## src/rtl/instruction_dispatcher.sv

```systemverilog
// -----------------------------------------------------------------------------
// instruction_dispatcher
//
// Buffers 32-bit instructions from a host in a FIFO and feeds them to the
// 4-stage core one at a time. Each issue is a single-cycle coreValid pulse.
// The instruction is then held stable until the core reports completion.
// A watchdog drops any instruction that the core never completes.
//
// Parameters
//   DEPTH        FIFO entries (power of 2, >= 2)
//   TIMEOUT      max BUSY cycles to wait for coreComplete (>= 8)
//   COUNT_WIDTH  width of the statistics counters
//
// Ports
//   clk              rising-edge clock
//   reset            synchronous, active-low reset
//   hostInstruction  instruction to enqueue
//   hostValid        host offers hostInstruction
//   hostReady        FIFO can accept (push = hostValid && hostReady)
//   coreInstruction  instruction to the core, held from ISSUE through BUSY
//   coreValid        one-cycle issue pulse to the core
//   coreComplete     completion strobe from the core (honoured only in BUSY)
//   queueCount       FIFO occupancy
//   busy             dispatcher state is not IDLE
//   timeoutFlag      sticky, set on any watchdog drop
//   issuedCount      instructions completed by the core
//   droppedCount     instructions dropped by the watchdog
//   idleCycles       cycles spent IDLE with an empty FIFO
//
// Build option
//   DISPATCH_PERF_EN  when defined, the idleCycles counter is built.
//                     When it is undefined, idleCycles is tied to zero.
// -----------------------------------------------------------------------------
module instruction_dispatcher #(
   parameter int unsigned DEPTH       = 8,
   parameter int unsigned TIMEOUT     = 16,
   parameter int unsigned COUNT_WIDTH = 32
) (
   input  logic                     clk,
   input  logic                     reset,
   input  logic [31:0]              hostInstruction,
   input  logic                     hostValid,
   output logic                     hostReady,
   output logic [31:0]              coreInstruction,
   output logic                     coreValid,
   input  logic                     coreComplete,
   output logic [$clog2(DEPTH):0]   queueCount,
   output logic                     busy,
   output logic                     timeoutFlag,
   output logic [COUNT_WIDTH-1:0]   issuedCount,
   output logic [COUNT_WIDTH-1:0]   droppedCount,
   output logic [COUNT_WIDTH-1:0]   idleCycles
);

   localparam int unsigned PW = $clog2(DEPTH);
   localparam int unsigned CW = PW + 1;
   localparam int unsigned TW = $clog2(TIMEOUT);

   localparam logic [CW-1:0] DEPTH_C    = CW'(DEPTH);
   localparam logic [TW-1:0] TIMER_LAST = TW'(TIMEOUT - 1);

   typedef enum logic [1:0] {
      IDLE  = 2'b00,
      ISSUE = 2'b01,
      BUSY  = 2'b10
   } state_e;

   // ---------------------------------------------------------------- FIFO
   logic [31:0]            mem [DEPTH];
   logic [PW-1:0]          wr_ptr_q, wr_ptr_d;
   logic [PW-1:0]          rd_ptr_q, rd_ptr_d;
   logic [CW-1:0]          count_q, count_d;

   // ---------------------------------------------------------------- FSM
   state_e                 state_q, state_d;
   logic [TW-1:0]          timer_q, timer_d;
   logic [31:0]            instr_q, instr_d;
   logic                   valid_q, valid_d;
   logic                   flag_q, flag_d;
   logic [COUNT_WIDTH-1:0] issued_q, issued_d;
   logic [COUNT_WIDTH-1:0] dropped_q, dropped_d;

   logic push;
   logic pop;

   assign hostReady = (count_q < DEPTH_C);
   assign push      = hostValid && hostReady;
   // Dequeue happens only when the FSM leaves IDLE to issue the head entry.
   assign pop       = (state_q == IDLE) && (count_q != '0);

   always_comb begin
      wr_ptr_d = wr_ptr_q;
      rd_ptr_d = rd_ptr_q;
      count_d  = count_q;
      if (push) begin
         wr_ptr_d = wr_ptr_q + PW'(1);
      end
      if (pop) begin
         rd_ptr_d = rd_ptr_q + PW'(1);
      end
      case ({push, pop})
         2'b10:   count_d = count_q + CW'(1);
         2'b01:   count_d = count_q - CW'(1);
         default: count_d = count_q;
      endcase
   end

   always_ff @(posedge clk) begin
      if (push) begin
         mem[wr_ptr_q] <= hostInstruction;
      end
   end

   // Next-state and registered-output logic. coreValid_q is set on the
   // IDLE->ISSUE transition, so the pulse coincides exactly with ISSUE.
   always_comb begin
      state_d   = state_q;
      timer_d   = timer_q;
      instr_d   = instr_q;
      valid_d   = 1'b0;
      flag_d    = flag_q;
      issued_d  = issued_q;
      dropped_d = dropped_q;
      case (state_q)
         IDLE: begin
            if (pop) begin
               instr_d = mem[rd_ptr_q];
               valid_d = 1'b1;
               state_d = ISSUE;
            end
         end
         ISSUE: begin
            timer_d = '0;
            state_d = BUSY;
         end
         BUSY: begin
            timer_d = timer_q + TW'(1);
            // Completion wins over the watchdog when both land in the same cycle.
            if (coreComplete) begin
               issued_d = issued_q + COUNT_WIDTH'(1);
               state_d  = IDLE;
            end else if (timer_q == TIMER_LAST) begin
               dropped_d = dropped_q + COUNT_WIDTH'(1);
               flag_d    = 1'b1;
               state_d   = IDLE;
            end
         end
         default: begin
            state_d = IDLE;
         end
      endcase
   end

   always_ff @(posedge clk) begin
      if (!reset) begin
         wr_ptr_q  <= '0;
         rd_ptr_q  <= '0;
         count_q   <= '0;
         state_q   <= IDLE;
         timer_q   <= '0;
         instr_q   <= '0;
         valid_q   <= 1'b0;
         flag_q    <= 1'b0;
         issued_q  <= '0;
         dropped_q <= '0;
      end else begin
         wr_ptr_q  <= wr_ptr_d;
         rd_ptr_q  <= rd_ptr_d;
         count_q   <= count_d;
         state_q   <= state_d;
         timer_q   <= timer_d;
         instr_q   <= instr_d;
         valid_q   <= valid_d;
         flag_q    <= flag_d;
         issued_q  <= issued_d;
         dropped_q <= dropped_d;
      end
   end

   assign coreInstruction = instr_q;
   assign coreValid       = valid_q;
   assign queueCount      = count_q;
   assign busy            = (state_q != IDLE);
   assign timeoutFlag     = flag_q;
   assign issuedCount     = issued_q;
   assign droppedCount    = dropped_q;

`ifdef DISPATCH_PERF_EN
   logic [COUNT_WIDTH-1:0] idle_q, idle_d;

   always_comb begin
      idle_d = idle_q;
      if ((state_q == IDLE) && (count_q == '0)) begin
         idle_d = idle_q + COUNT_WIDTH'(1);
      end
   end

   always_ff @(posedge clk) begin
      if (!reset) begin
         idle_q <= '0;
      end else begin
         idle_q <= idle_d;
      end
   end

   assign idleCycles = idle_q;
`else
   assign idleCycles = '0;
`endif

endmodule

```

## config.mk

```make
export PLATFORM = sky130hd
export DESIGN_NAME = instruction_dispatcher
export DESIGN_NICKNAME = d
export VERILOG_FILES = /design/src/rtl/instruction_dispatcher.sv
export SDC_FILE = /design/constraint.sdc
export NUM_CORES = 1
export LEC_CHECK = 0
export ABC_AREA = 1
export CORE_ASPECT_RATIO = 0.9
export CORE_MARGIN = 4
export CORE_UTILIZATION = 51
export DETAILED_ROUTE_END_ITERATION = 10
export HOLD_SLACK_MARGIN = 0.02
export MAX_ROUTING_LAYER = met4
export PLACE_DENSITY = 0.75
export SYNTH_ARGS = -nofsm -noshare
export SYNTH_HDL_FRONTEND = slang
export SYNTH_SLANG_ARGS = --single-unit
```

## constraint.sdc

```tcl
create_clock -name clk -period 3.15 [get_ports clk]
set_input_delay 0.945 -clock clk [delete_from_list [all_inputs] [get_ports clk]]
set_output_delay 0.945 -clock clk [all_outputs]
set_load 0.02 [all_outputs]
```

==> reports/summary.txt <==
status: completed
Max FO, Critical Path: 3
Die Height: 174 µm
Post-synth top cells: 260 x nor2_1, 256 x edfxtp_1, 218 x nand2_1, 149 x o21ai_0, 128 x inv_1
library cells used by synthesis: 34
first-pass GRT wire length: 56.3 mm
Clock H-tree levels: 2
Vias: 11257
Die W: 193 µm
Post-synth EDFFs: 256
top cells by area, synth: edfxtp_1 49%, dfxtp_1 15%, nor2_1 6.2%
register bit total from synthesis: 370
Port Buf Inserts: 139
layout cells sized above 1: 6.46%
GRT overflow: 0
Top cell by count, worst path: inv_1
HP Class: reg -> reg
Reg power frac: 41.4%
clk buf depth: 3
Post-synth ARST share: 0%
GPL Wtd Cong: 0.939
hpwl dp: 21.1 mm
vias in the first global route: 10895
final setup fails: 0
slowest CP cell: clkdlybuf4s50_1
Syn Inst Count: 1540
Crit. End Element: output port
Post-DRT Antenna Nets: 0
Synth Area per Inst: 10.2 µm²
Comb pwr share: 28.3%
# resized after CTS: 0
# IOs: 172
Post-Syn Area: 15600 µm²
Slew headroom: 49.0%
clk root buf: clkbuf_16
Setup Skew: 20.3 ps
pin count of the biggest net entering global routing: 99
DRC violation count after routing: 0
CTS sink count: 370
cts bufs inserted: 39
full die area: 33500 µm²
critical path class: reg -> out
Worst-Skew Late Latency: 540 ps
Pwr Density: 773 nW/µm²
fin crit share: 88.8%
Post-CTS Hold Fix Bufs: 0
postcts setup bufs: 0
fin. max-slew vios: 0
drt first pass iters: 5
CTS clk-pin slew, worst paths: 60 ps
RSZ-0062 raised after global routing: false
Tmin final: 2800 ps
VDD IR max: 547 µV
Yosys top cell by area: edfxtp_1
initial antenna violation count: 0
routed wire length: 34.8 mm
Net Sw Frac: 33.2%
final hold violation count: 0
synth-to-layout area growth: 19.3%
worst path cell trace: inv_1, ha_1, inv_1, clkdlybuf4s50_1
Total Neg Setup Slack: 0 ps
Net Sw Power: 4.78 mW
WP data required: 2200 ps
Tot GR Track Use: 21.2%
CTS tree: done
Max Freq: 358 MHz
leak pwr: 6.72 nW
Inserted Diodes: 0
Via density: 5.35
Most used DFF post-synth: edfxtp_1
Yosys top cell area share: 49.2%
WL per Instance: 16.5 µm
Seq/Total Area, Yosys: 63.8%
max-cap viol count: 0
Worst path max stage delay: 610 ps
Startpoint Class: flop
most common cell in the synthesized netlist: nor2_1
r2r setup slk: 830 ps
nets@finish: 1720
Initial Utilization: 52.1%
cell internal pwr: 9.63 mW
Initial DRC Count: 993
Ys Warns: 0
crit path DAT: 1850 ps
clock power share: 30.3%
core region area: 30000 µm²
row count: 60
slew at the pin closest to its max-slew limit: 764 ps
final core occ: 62.1%
## per-layer routing
layer	track usage, %	routed length, µm	vias up
li1	-	-	5498
met1	28.9	15300	5361
met2	33.9	16700	345
met3	2.87	2180	53
met4	5.47	643	0
met5	-	0	-
## layout by cell type (no fill, tap or decap), types with 3 or more instances in the layout
master             n
a21oi_1           70
buf_12             9
buf_4             14
clkbuf_1          17
clkbuf_16         39
clkbuf_8           4
clkdlybuf4s50_1  138
clkinv_2           5
conb_1            32
dfxtp_1          113
edfxtp_1         256
ha_1              12
inv_1            127
inv_2              5
nand2_1          218
nand3_1           54
nand4_1           19
nor2_1           252
nor2_2             7
nor2_4            13
nor3_1            10
nor3b_1            3
o211ai_1          96
o21a_1             3
o21ai_0          149
o21ai_1            8
xor2_1             6
## stage by stage
| stage | instances | hold slack (ps) | instance area (µm²) | setup slack [ps] | total power, mW |
|---|---|---|---|---|---|
| after global routing | 2106 | 504 | 18600 | 253 | 15.2 |
| final | 2106 | 478 | 18600 | 354 | 14.4 |
| after floorplan | 1571 | 459 | 15800 | 78.9 | 8.74 |
| after CTS | 2106 | 479 | 18600 | 326 | 14.5 |
| after detailed placement | 2034 | 465 | 17400 | 347 | 10.1 |
| after global placement | 2034 | 455 | 17400 | 341 | 10.0 |
## cell type report
class	count	area (µm²)
Inverter	132	495
Sequential cell	370	9970
Clock buffer	60	1090
Timing Repair Buffer	162	1670
Fill cell	2342	11400
Multi-Input combinational cell	967	4780
Clock inverter	12	129
Tap cell	403	504
## worst max-delay path, delay by kind of cell (launching register included)
family | cells | cell delay (ps)
flops | 1 | 350
fa+ha+maj | 1 | 220
buf+inv | 3 | 770
## worst paths after layout
check | from | endpoint | cells after the start
hold / removal | timeoutFlag$_SDFFE_PN0P_ | timeoutFlag$_SDFFE_PN0P_ | 2
setup / recovery | state_q[0]$_SDFFE_PN0P_ | busy | 4
hold reg to reg | timeoutFlag$_SDFFE_PN0P_ | timeoutFlag$_SDFFE_PN0P_ | 2
setup reg to reg | queueCount[3]$_SDFFE_PN0P_ | queueCount[3]$_SDFFE_PN0P_ | 9
## state kept, by name, summed over array words and instances, names as in the netlist
name             count
rd_ptr_q             3
coreInstruction     32
wr_ptr_q             3
issuedCount         32
mem                256
timeoutFlag          1
coreValid            1
queueCount           4
droppedCount        32
timer_q              4
state_q              2
## kinds of logic after synthesis
logic type               count (synthesis)  synth area share, %
flip-flops                             370                 63.8
buffers and inverters                  234                 6.81
other                                    1               0.0240
adder cells (fa/ha/maj)                 12                0.960
XOR/XNOR                                 8                0.448
AND/OR/NAND/NOR                        586                 15.8
AO/OA/AOI/OAI                          329                 12.2
## power groups by stage
stage               combinational (mW)  clock (mW)  sequential (mW)
floorplan                         2.51           0             6.24
global placement                  3.96           0             6.04
detailed placement                4.07           0             6.06
CTS                               4.11        4.43             5.97
global route                      4.53        4.65             6.03
finish                            4.08        4.36             5.97
Note: power is estimated with default switching activity, not from simulation.
